--- src/rtl/spi_flash_router.sv ---
// spi_flash_router
// Oversampled SPI-flash front end. The PCH's SPI pins are brought into the
// clk domain through 2-FF synchronizers and then decoded as mode-0 commands.
// Status, ID and addressing-mode commands are answered locally. READ traffic
// is routed to one of NUM_RAMS PSRAM chips. Page-program data is streamed
// out to a page buffer. Every command is reported to the controller.
//
// Ports
//   clk, reset              system clock (>= 8x spi_clk), async active-high reset
//   spi_clk/cs_in/mosi      raw SPI pins from the PCH
//   spi_miso(_enable)       local response bit and its drive enable
//   ram_sel/ram_read_active selected PSRAM for the READ data mux
//   ram_cs                  per-PSRAM chip select, active low
//   cmd/addr/len_out        last command summary, valid on cmd_strobe
//   byte_out/byte_strobe    every received byte
//   write_data/addr/strobe  page-program data stream
//   sr, sr_in, sr_in_strobe status register and its controller load port
module spi_flash_router #(
    parameter int          NUM_RAMS      = 2,
    parameter int          PAGE_BITS     = 8,
    parameter logic [23:0] JEDEC_ID      = 24'hC22018,
    parameter bit          ADDR4_DEFAULT = 1'b0,
    localparam int         SELW          = (NUM_RAMS <= 2) ? 1 : $clog2(NUM_RAMS)
) (
    input  logic                 clk,
    input  logic                 reset,
    input  logic                 spi_clk,
    input  logic                 spi_cs_in,
    input  logic                 spi_mosi,
    output logic                 spi_miso,
    output logic                 spi_miso_enable,
    output logic [SELW-1:0]      ram_sel,
    output logic                 ram_read_active,
    output logic [NUM_RAMS-1:0]  ram_cs,
    output logic [7:0]           cmd_out,
    output logic [31:0]          addr_out,
    output logic [11:0]          len_out,
    output logic                 cmd_strobe,
    output logic [7:0]           byte_out,
    output logic                 byte_strobe,
    output logic [7:0]           write_data,
    output logic [PAGE_BITS-1:0] write_addr,
    output logic                 write_strobe,
    output logic [7:0]           sr,
    input  logic [7:0]           sr_in,
    input  logic                 sr_in_strobe
);

    localparam logic [7:0] OP_RDID = 8'h9F;
    localparam logic [7:0] OP_RDSR = 8'h05;
    localparam logic [7:0] OP_WREN = 8'h06;
    localparam logic [7:0] OP_WRDS = 8'h04;
    localparam logic [7:0] OP_EN4B = 8'hB7;
    localparam logic [7:0] OP_EX4B = 8'hE9;
    localparam logic [7:0] OP_READ = 8'h03;
    localparam logic [7:0] OP_PP   = 8'h02;
    localparam logic [7:0] OP_SE   = 8'h20;

    typedef enum logic [2:0] {S_IDLE, S_CMD, S_ADDR, S_DATA, S_IGNORE} state_t;
    state_t r_state, w_state_next;

    logic [1:0]           r_sclk_sync, r_cs_sync, r_mosi_sync;
    logic                 r_sclk_d, r_cs_d;
    logic [2:0]           r_bit_cnt;
    logic [7:0]           r_shift;
    logic [11:0]          r_len;
    logic [7:0]           r_byte_out;
    logic                 r_byte_strobe;
    logic [7:0]           r_cmd;
    logic [31:0]          r_addr;
    logic [1:0]           r_addr_cnt;
    logic                 r_addr_done;
    logic                 r_wel_dec;
    logic [1:0]           r_id_idx;
    logic [7:0]           r_tx;
    logic                 r_miso, r_miso_en;
    logic [SELW-1:0]      r_ram_sel;
    logic                 r_read_active;
    logic [NUM_RAMS-1:0]  r_ram_cs;
    logic [7:0]           r_cmd_out;
    logic [31:0]          r_addr_out;
    logic [11:0]          r_len_out;
    logic                 r_cmd_strobe;
    logic [7:0]           r_write_data;
    logic [PAGE_BITS-1:0] r_write_addr, r_wptr;
    logic                 r_write_strobe;
    logic [6:0]           r_sr;
    logic                 r_addr4;

    logic                 w_sclk_rise, w_sclk_fall, w_cs_fall, w_cs_rise;
    logic                 w_active, w_byte_done, w_addr_last;
    logic [7:0]           w_byte, w_sr;
    logic [31:0]          w_addr_shift;
    logic [SELW-1:0]      w_sel;
    logic [NUM_RAMS-1:0]  w_sel_mask;
    logic                 w_unused;

    assign w_sclk_rise  = r_sclk_sync[1] & ~r_sclk_d;
    assign w_sclk_fall  = ~r_sclk_sync[1] & r_sclk_d;
    assign w_cs_fall    = ~r_cs_sync[1] & r_cs_d;
    assign w_cs_rise    = r_cs_sync[1] & ~r_cs_d;
    assign w_active     = (r_state != S_IDLE) && !w_cs_rise;
    assign w_byte       = {r_shift[6:0], r_mosi_sync[1]};
    assign w_byte_done  = w_active && w_sclk_rise && (r_bit_cnt == 3'd7);
    assign w_addr_last  = (r_addr_cnt == (r_addr4 ? 2'd3 : 2'd2));
    // 3-byte addresses shift in from zero, so the top byte stays clear.
    assign w_addr_shift = {r_addr[23:0], w_byte};
    assign w_sr         = {r_addr4, r_sr};
    assign w_sel_mask   = NUM_RAMS'(1) << w_sel;
    assign w_unused     = sr_in[7];

    always_comb begin
        w_sel = '0;
        if (NUM_RAMS > 1)
            w_sel = r_addr4 ? w_addr_shift[31 -: SELW] : w_addr_shift[23 -: SELW];
    end

    // Input synchronizers and edge-detect history
    always_ff @(posedge clk or posedge reset) begin
        if (reset) begin
            r_sclk_sync <= 2'b00;
            r_cs_sync   <= 2'b11;
            r_mosi_sync <= 2'b00;
            r_sclk_d    <= 1'b0;
            r_cs_d      <= 1'b1;
        end else begin
            r_sclk_sync <= {r_sclk_sync[0], spi_clk};
            r_cs_sync   <= {r_cs_sync[0], spi_cs_in};
            r_mosi_sync <= {r_mosi_sync[0], spi_mosi};
            r_sclk_d    <= r_sclk_sync[1];
            r_cs_d      <= r_cs_sync[1];
        end
    end

    always_ff @(posedge clk or posedge reset) begin
        if (reset) r_state <= S_IDLE;
        else       r_state <= w_state_next;
    end

    always_comb begin
        w_state_next = r_state;
        if (w_cs_rise) begin
            w_state_next = S_IDLE;
        end else if (w_cs_fall) begin
            w_state_next = S_CMD;
        end else if (w_byte_done) begin
            case (r_state)
                S_CMD: begin
                    case (w_byte)
                        OP_READ, OP_PP, OP_SE: w_state_next = S_ADDR;
                        OP_RDID, OP_RDSR:      w_state_next = S_DATA;
                        default:               w_state_next = S_IGNORE;
                    endcase
                end
                S_ADDR:  if (w_addr_last) w_state_next = S_DATA;
                default: ;
            endcase
        end
    end

    // Bit engine: partial bytes are dropped on either CS edge
    always_ff @(posedge clk or posedge reset) begin
        if (reset) begin
            r_bit_cnt     <= 3'd0;
            r_shift       <= 8'd0;
            r_len         <= 12'd0;
            r_byte_out    <= 8'd0;
            r_byte_strobe <= 1'b0;
        end else begin
            r_byte_strobe <= w_byte_done;
            if (w_byte_done) r_byte_out <= w_byte;
            if (w_cs_fall || w_cs_rise) begin
                r_bit_cnt <= 3'd0;
            end else if (w_active && w_sclk_rise) begin
                r_shift   <= w_byte;
                r_bit_cnt <= r_bit_cnt + 3'd1;
            end
            if (w_cs_fall)
                r_len <= 12'd0;
            else if (w_byte_done && r_len != 12'hFFF)
                r_len <= r_len + 12'd1;
        end
    end

    // Command decode, response, routing, write stream and status
    always_ff @(posedge clk or posedge reset) begin
        if (reset) begin
            r_cmd <= 8'd0; r_addr <= 32'd0; r_addr_cnt <= 2'd0; r_addr_done <= 1'b0;
            r_wel_dec <= 1'b0; r_id_idx <= 2'd0; r_tx <= 8'd0;
            r_miso <= 1'b0; r_miso_en <= 1'b0;
            r_ram_sel <= '0; r_read_active <= 1'b0; r_ram_cs <= '1;
            r_cmd_out <= 8'd0; r_addr_out <= 32'd0; r_len_out <= 12'd0; r_cmd_strobe <= 1'b0;
            r_write_data <= 8'd0; r_write_addr <= '0; r_wptr <= '0; r_write_strobe <= 1'b0;
            r_sr <= 7'd0; r_addr4 <= ADDR4_DEFAULT;
        end else begin
            r_cmd_strobe   <= 1'b0;
            r_write_strobe <= 1'b0;
            // MISO trails the tx register by one cycle.
            r_miso         <= r_tx[7];
            if (w_cs_fall) begin
                r_addr <= 32'd0; r_addr_cnt <= 2'd0; r_addr_done <= 1'b0;
                r_ram_cs <= '0; r_tx <= 8'd0;
            end else if (w_cs_rise) begin
                r_miso_en <= 1'b0; r_read_active <= 1'b0; r_ram_cs <= '1;
                r_wptr <= '0; r_write_addr <= '0; r_tx <= 8'd0;
                if (r_state != S_IDLE && r_len != 12'd0) begin
                    r_cmd_out <= r_cmd; r_addr_out <= r_addr; r_len_out <= r_len;
                    r_cmd_strobe <= 1'b1;
                    if ((r_cmd == OP_PP || r_cmd == OP_SE) && r_wel_dec && r_addr_done) begin
                        r_sr[0] <= 1'b1;
                        r_sr[1] <= 1'b0;
                    end
                end
            end else begin
                // The fall right after a byte boundary keeps the freshly loaded MSB on the wire.
                if (w_active && w_sclk_fall && r_bit_cnt != 3'd0)
                    r_tx <= {r_tx[6:0], 1'b0};
                if (w_byte_done) begin
                    case (r_state)
                        S_CMD: begin
                            r_cmd <= w_byte;
                            r_wel_dec <= r_sr[1];
                            if (w_byte != OP_READ) r_ram_cs <= '1;
                            case (w_byte)
                                OP_RDID: begin r_tx <= JEDEC_ID[23:16]; r_id_idx <= 2'd1; r_miso_en <= 1'b1; end
                                OP_RDSR: begin r_tx <= w_sr; r_miso_en <= 1'b1; end
                                OP_WREN: r_sr[1] <= 1'b1;
                                OP_WRDS: r_sr[1] <= 1'b0;
                                OP_EN4B: r_addr4 <= 1'b1;
                                OP_EX4B: r_addr4 <= 1'b0;
                                default: ;
                            endcase
                        end
                        S_ADDR: begin
                            r_addr     <= w_addr_shift;
                            r_addr_cnt <= r_addr_cnt + 2'd1;
                            if (w_addr_last) begin
                                r_addr_done <= 1'b1;
                                if (r_cmd == OP_READ) begin
                                    r_ram_sel     <= w_sel;
                                    r_read_active <= 1'b1;
                                    r_ram_cs      <= ~w_sel_mask;
                                end
                            end
                        end
                        S_DATA: begin
                            if (r_addr_done) r_addr <= r_addr + 32'd1;
                            if (r_cmd == OP_RDID) begin
                                case (r_id_idx)
                                    2'd1:    r_tx <= JEDEC_ID[15:8];
                                    2'd2:    r_tx <= JEDEC_ID[7:0];
                                    default: r_tx <= 8'd0;
                                endcase
                                if (r_id_idx != 2'd3) r_id_idx <= r_id_idx + 2'd1;
                            end
                            if (r_cmd == OP_RDSR) r_tx <= w_sr;
                            if (r_cmd == OP_PP && r_wel_dec) begin
                                r_write_data   <= w_byte;
                                r_write_strobe <= 1'b1;
                                r_write_addr   <= r_wptr;
                                r_wptr         <= r_wptr + 1'b1;
                            end
                        end
                        default: ;
                    endcase
                end
            end
            // Controller load wins over internal WEL/WIP updates.
            if (sr_in_strobe) r_sr <= sr_in[6:0];
        end
    end

    assign spi_miso        = r_miso;
    assign spi_miso_enable = r_miso_en;
    assign ram_sel         = r_ram_sel;
    assign ram_read_active = r_read_active;
    assign ram_cs          = r_ram_cs;
    assign cmd_out         = r_cmd_out;
    assign addr_out        = r_addr_out;
    assign len_out         = r_len_out;
    assign cmd_strobe      = r_cmd_strobe;
    assign byte_out        = r_byte_out;
    assign byte_strobe     = r_byte_strobe;
    assign write_data      = r_write_data;
    assign write_addr      = r_write_addr;
    assign write_strobe    = r_write_strobe;
    assign sr              = w_sr;

endmodule

--- config.mk ---
export PLATFORM = sky130hd
export DESIGN_NAME = spi_flash_router
export DESIGN_NICKNAME = d
export VERILOG_FILES = /design/src/rtl/spi_flash_router.sv
export SDC_FILE = /design/constraint.sdc
export NUM_CORES = 1
export LEC_CHECK = 0
export BUFFER_PORTS_ARGS = -buffer_cell sky130_fd_sc_hd__buf_4
export CORE_MARGIN = 5
export CORE_UTILIZATION = 44
export CTS_BUF_LIST = sky130_fd_sc_hd__clkbuf_4 sky130_fd_sc_hd__clkbuf_8
export DETAILED_ROUTE_END_ITERATION = 12
export PLACE_DENSITY = 0.66
export SYNTH_ARGS = -nofsm -noshare
export SYNTH_HDL_FRONTEND = slang
export SYNTH_SLANG_ARGS = --single-unit
--- constraint.sdc ---
create_clock -name clk -period 7.93 [get_ports clk]
set_input_delay 1.9825 -clock clk [delete_from_list [all_inputs] [get_ports clk]]
set_output_delay 1.9825 -clock clk [all_outputs]
set_load 0.005 [all_outputs]
==> results.toml <==
[status]
status = "finished clean"

[worst_setup_path]
critical_path_class = "reg -> reg"
cp_data_arrival_time_ns = 3.63
critPathLaunchType = "register"
required_ns = 8.32
worst-path-max-fanout = 20
critPathCaptureType = "register"

[yosys]
synth.most_common_cell = "dfrtp_1"
yosys.area.top_type = "dfrtp_1"
syn_area_per_cell_um2 = 10.5
yosys-top-cells-area = "dfrtp_1 50%, mux2_1 7.6%, nand2_1 3.4%, mux2_2 3.0%, o21ai_0 2.7%"
mappedNetlistArea_mm2 = 0.00909
synth_edf_count = 0
synth_cells = 868
ys_types = 70
yosys-top-cells-count = "183 x dfrtp_1, 83 x nand2_1, 62 x nor2_1"
ys_seq_elements = 188
yosysSeqAreaShare_pct = 51.8
synth_top_area_share_pct = 50.4
synth_ff_type = "dfrtp_1"
synthesis.nets = 895
yosysWarnings = 0
synthArstFlopShare_pct = 100

[cells_and_area]
layout-drive-gt1-share_pct = 19.3
area_growth_pct = 15.9
num_antenna_cells = 0
layout.nets = 976
nFillCells = 1878

[grt]
grt-ovfl-total = 0
grt_usage_pct = 18.6
grt_pass1_wl_um = 36000
grt_pass1_vias = 6747
grt_max_degree = 115
antenna_found_initial = 0

[power_and_ir_drop]
p_clk_share_pct = 36.4
p_switching_uw = 581
power.leakage_uw = 0.00493
power_density_mw_per_mm2 = 191
netSwitchingFraction_pct = 28.9
power_frac_comb_pct = 10.2
intPower_uw = 1430
peakVddDrop_v = 0.000116
p_seq_share_pct = 53.4

[cts]
clock_latency_ns = 0.48
cts_made_buffers = 17
cts_tree = "yes"
clkSinkCount = 188
cts_setup_buffers = 0
h-tree-depth = 4
ctsLongestPathBuffers = 2
hold_buffers = 0
post_cts_resized = 0
clock-root-buffer = "clkbuf_8"
clk_pin_slew_worst_paths_ns = 0.10

[detailed_routing]
wire_per_inst_um = 17.5
vias_per_cell = 5.64
dr.pass1.iters = 5
ant_nets = 0
drc = 0
drt_iter0_drc = 464
num_vias = 6947
routed_wl_um = 21600

[floorplanning]
die_w_um = 154
initial_core_util_pct = 44.8
die_area_mm2 = 0.0236
placementRows = 52
io_pins = 107
core-area_mm2 = 0.0203
die_h_um = 154

[placed_design]
pre_cts_slack_ns = 4.20
numPortBuffers = 105
routabilityCongestion = 0.837
dp_hpwl_um = 14900

[flow_run]
drv_cap = 0

[timing]
tightest_slew_ns = 0.950
clock_skew_ns = 0.0176
finalCritPeriodShare_pct = 40.7
hold_viol = 0
worst_slack_ns = 4.70
post-route-min-period_ns = 3.23
fin_setup_tns_ns = 0
rsz0062_at_grt = "no"
fmax_ghz = 0.309
final-setup-viol-count = 0
slew_viol_final = 0
slew_headroom_pct = 36.7

[hold_path]
hp-class = "reg -> reg"
metrics by stage:
step	total power (µW)	instance area (µm²)	hold WS [ns]	utilization (%)	instances
3_3_place_gp	1290	10100	0.332	49.6	1200
2_1_floorplan	1220	9090	0.331	-	868
4_1_cts	2020	10500	0.368	51.9	1232
6_report	2010	10500	0.361	51.9	1232
3_5_place_dp	1300	10100	0.347	49.6	1200
5_1_grt	2100	10500	0.359	51.9	1232
worst max-delay path, stage by stage (launching register included):
cell and delay [ns]:
dfstp_2 0.54, inv_1 0.05, ha_1 0.38, nand4bb_1 0.36, nor3_1 0.40, nand2_1 0.55
nor2_1 0.62, a22oi_1 0.13, o21ai_1 0.10
layout make-up:
cell class / instances / area, µm² / area share (%)
repair buffers: 111 / 833 / 7.91
clock inverters: 15 / 226 / 2.15
well taps: 270 / 338 / 3.21
clock buffers: 17 / 234 / 2.22
flip-flops and latches: 188 / 4710 / 44.7
inverters: 18 / 75.1 / 0.713
multi-input cells: 613 / 4120 / 39.1
state kept, by name, summed over array words and instances (netlist names), 2 cells and up:
name         cells
addr_out        32
r_addr          32
len_out         12
r_len           12
byte_out         8
cmd_out          8
r_cmd            8
r_tx             8
r_wptr           8
write_addr       8
write_data       8
r_shift          7
r_sr             7
r_bit_cnt        3
r_state          3
r_addr_cnt       2
r_cs_sync        2
r_id_idx         2
r_mosi_sync      2
r_sclk_sync      2
ram_cs           2
power groups by stage:
stage / clock, µW / combinational [µW] / sequential (µW)
2_1_floorplan: 0 / 186 / 1030
3_3_place_gp: 0 / 201 / 1090
3_5_place_dp: 0 / 205 / 1090
4_1_cts: 747 / 206 / 1070
5_1_grt: 786 / 232 / 1080
6_report: 732 / 206 / 1070
logic make-up after synthesis:
| kind of cell | synth area share [%] |
|---|---|
| mux | 11.9 |
| compound gates | 10.1 |
| xor+xnor | 2.41 |
| flops | 51.8 |
| buf+inv | 2.96 |
| simple gates | 19.0 |
| fa+ha+maj | 1.79 |
layer usage:
| metal | track usage, % | routed length (µm) |
|---|---|---|
| met5 | 0 | 0 |
| met4 | 4.92 | 258 |
| met3 | 3.79 | 974 |
| met2 | 30.1 | 10400 |
| met1 | 25.8 | 9920 |
worst paths after layout:
| kind | end | depth (start not counted) | startpoint | slack [ns] |
|---|---|---|---|---|
| min in group asynchronous | len_out[4] | 2 | reset | 1.63 |
| worst max-delay path | r_addr[31] | 8 | r_cs_d | 4.70 |
| worst max register to register | r_addr[31] | 8 | r_cs_d | 4.70 |
| worst min register to register | r_cs_sync[1] | 0 | r_cs_sync[0] | 0.36 |
| worst min-delay path | r_cs_sync[1] | 0 | r_cs_sync[0] | 0.36 |
| max in group asynchronous | r_cmd[3] | 3 | reset | 4.82 |
layout by cell type (no fill, tap or decap), drive strengths merged, types with 5 or more instances in the layout:
master / instances
a21oi: 29
a22oi: 11
a31oi: 5
and2: 7
and3: 13
and4: 11
buf: 111
clkbuf: 17
dfrtp: 183
dfstp: 5
ha: 13
inv: 26
mux2: 86
mux2i: 11
nand2: 83
nand2b: 9
nand3: 29
nand4: 19
nor2: 62
nor2b: 15
nor3: 37
nor3b: 5
nor4: 15
o21ai: 67
o22ai: 5
or3: 5
xnor2: 7
xor2: 18
Note: power is estimated with default switching activity, not from simulation.
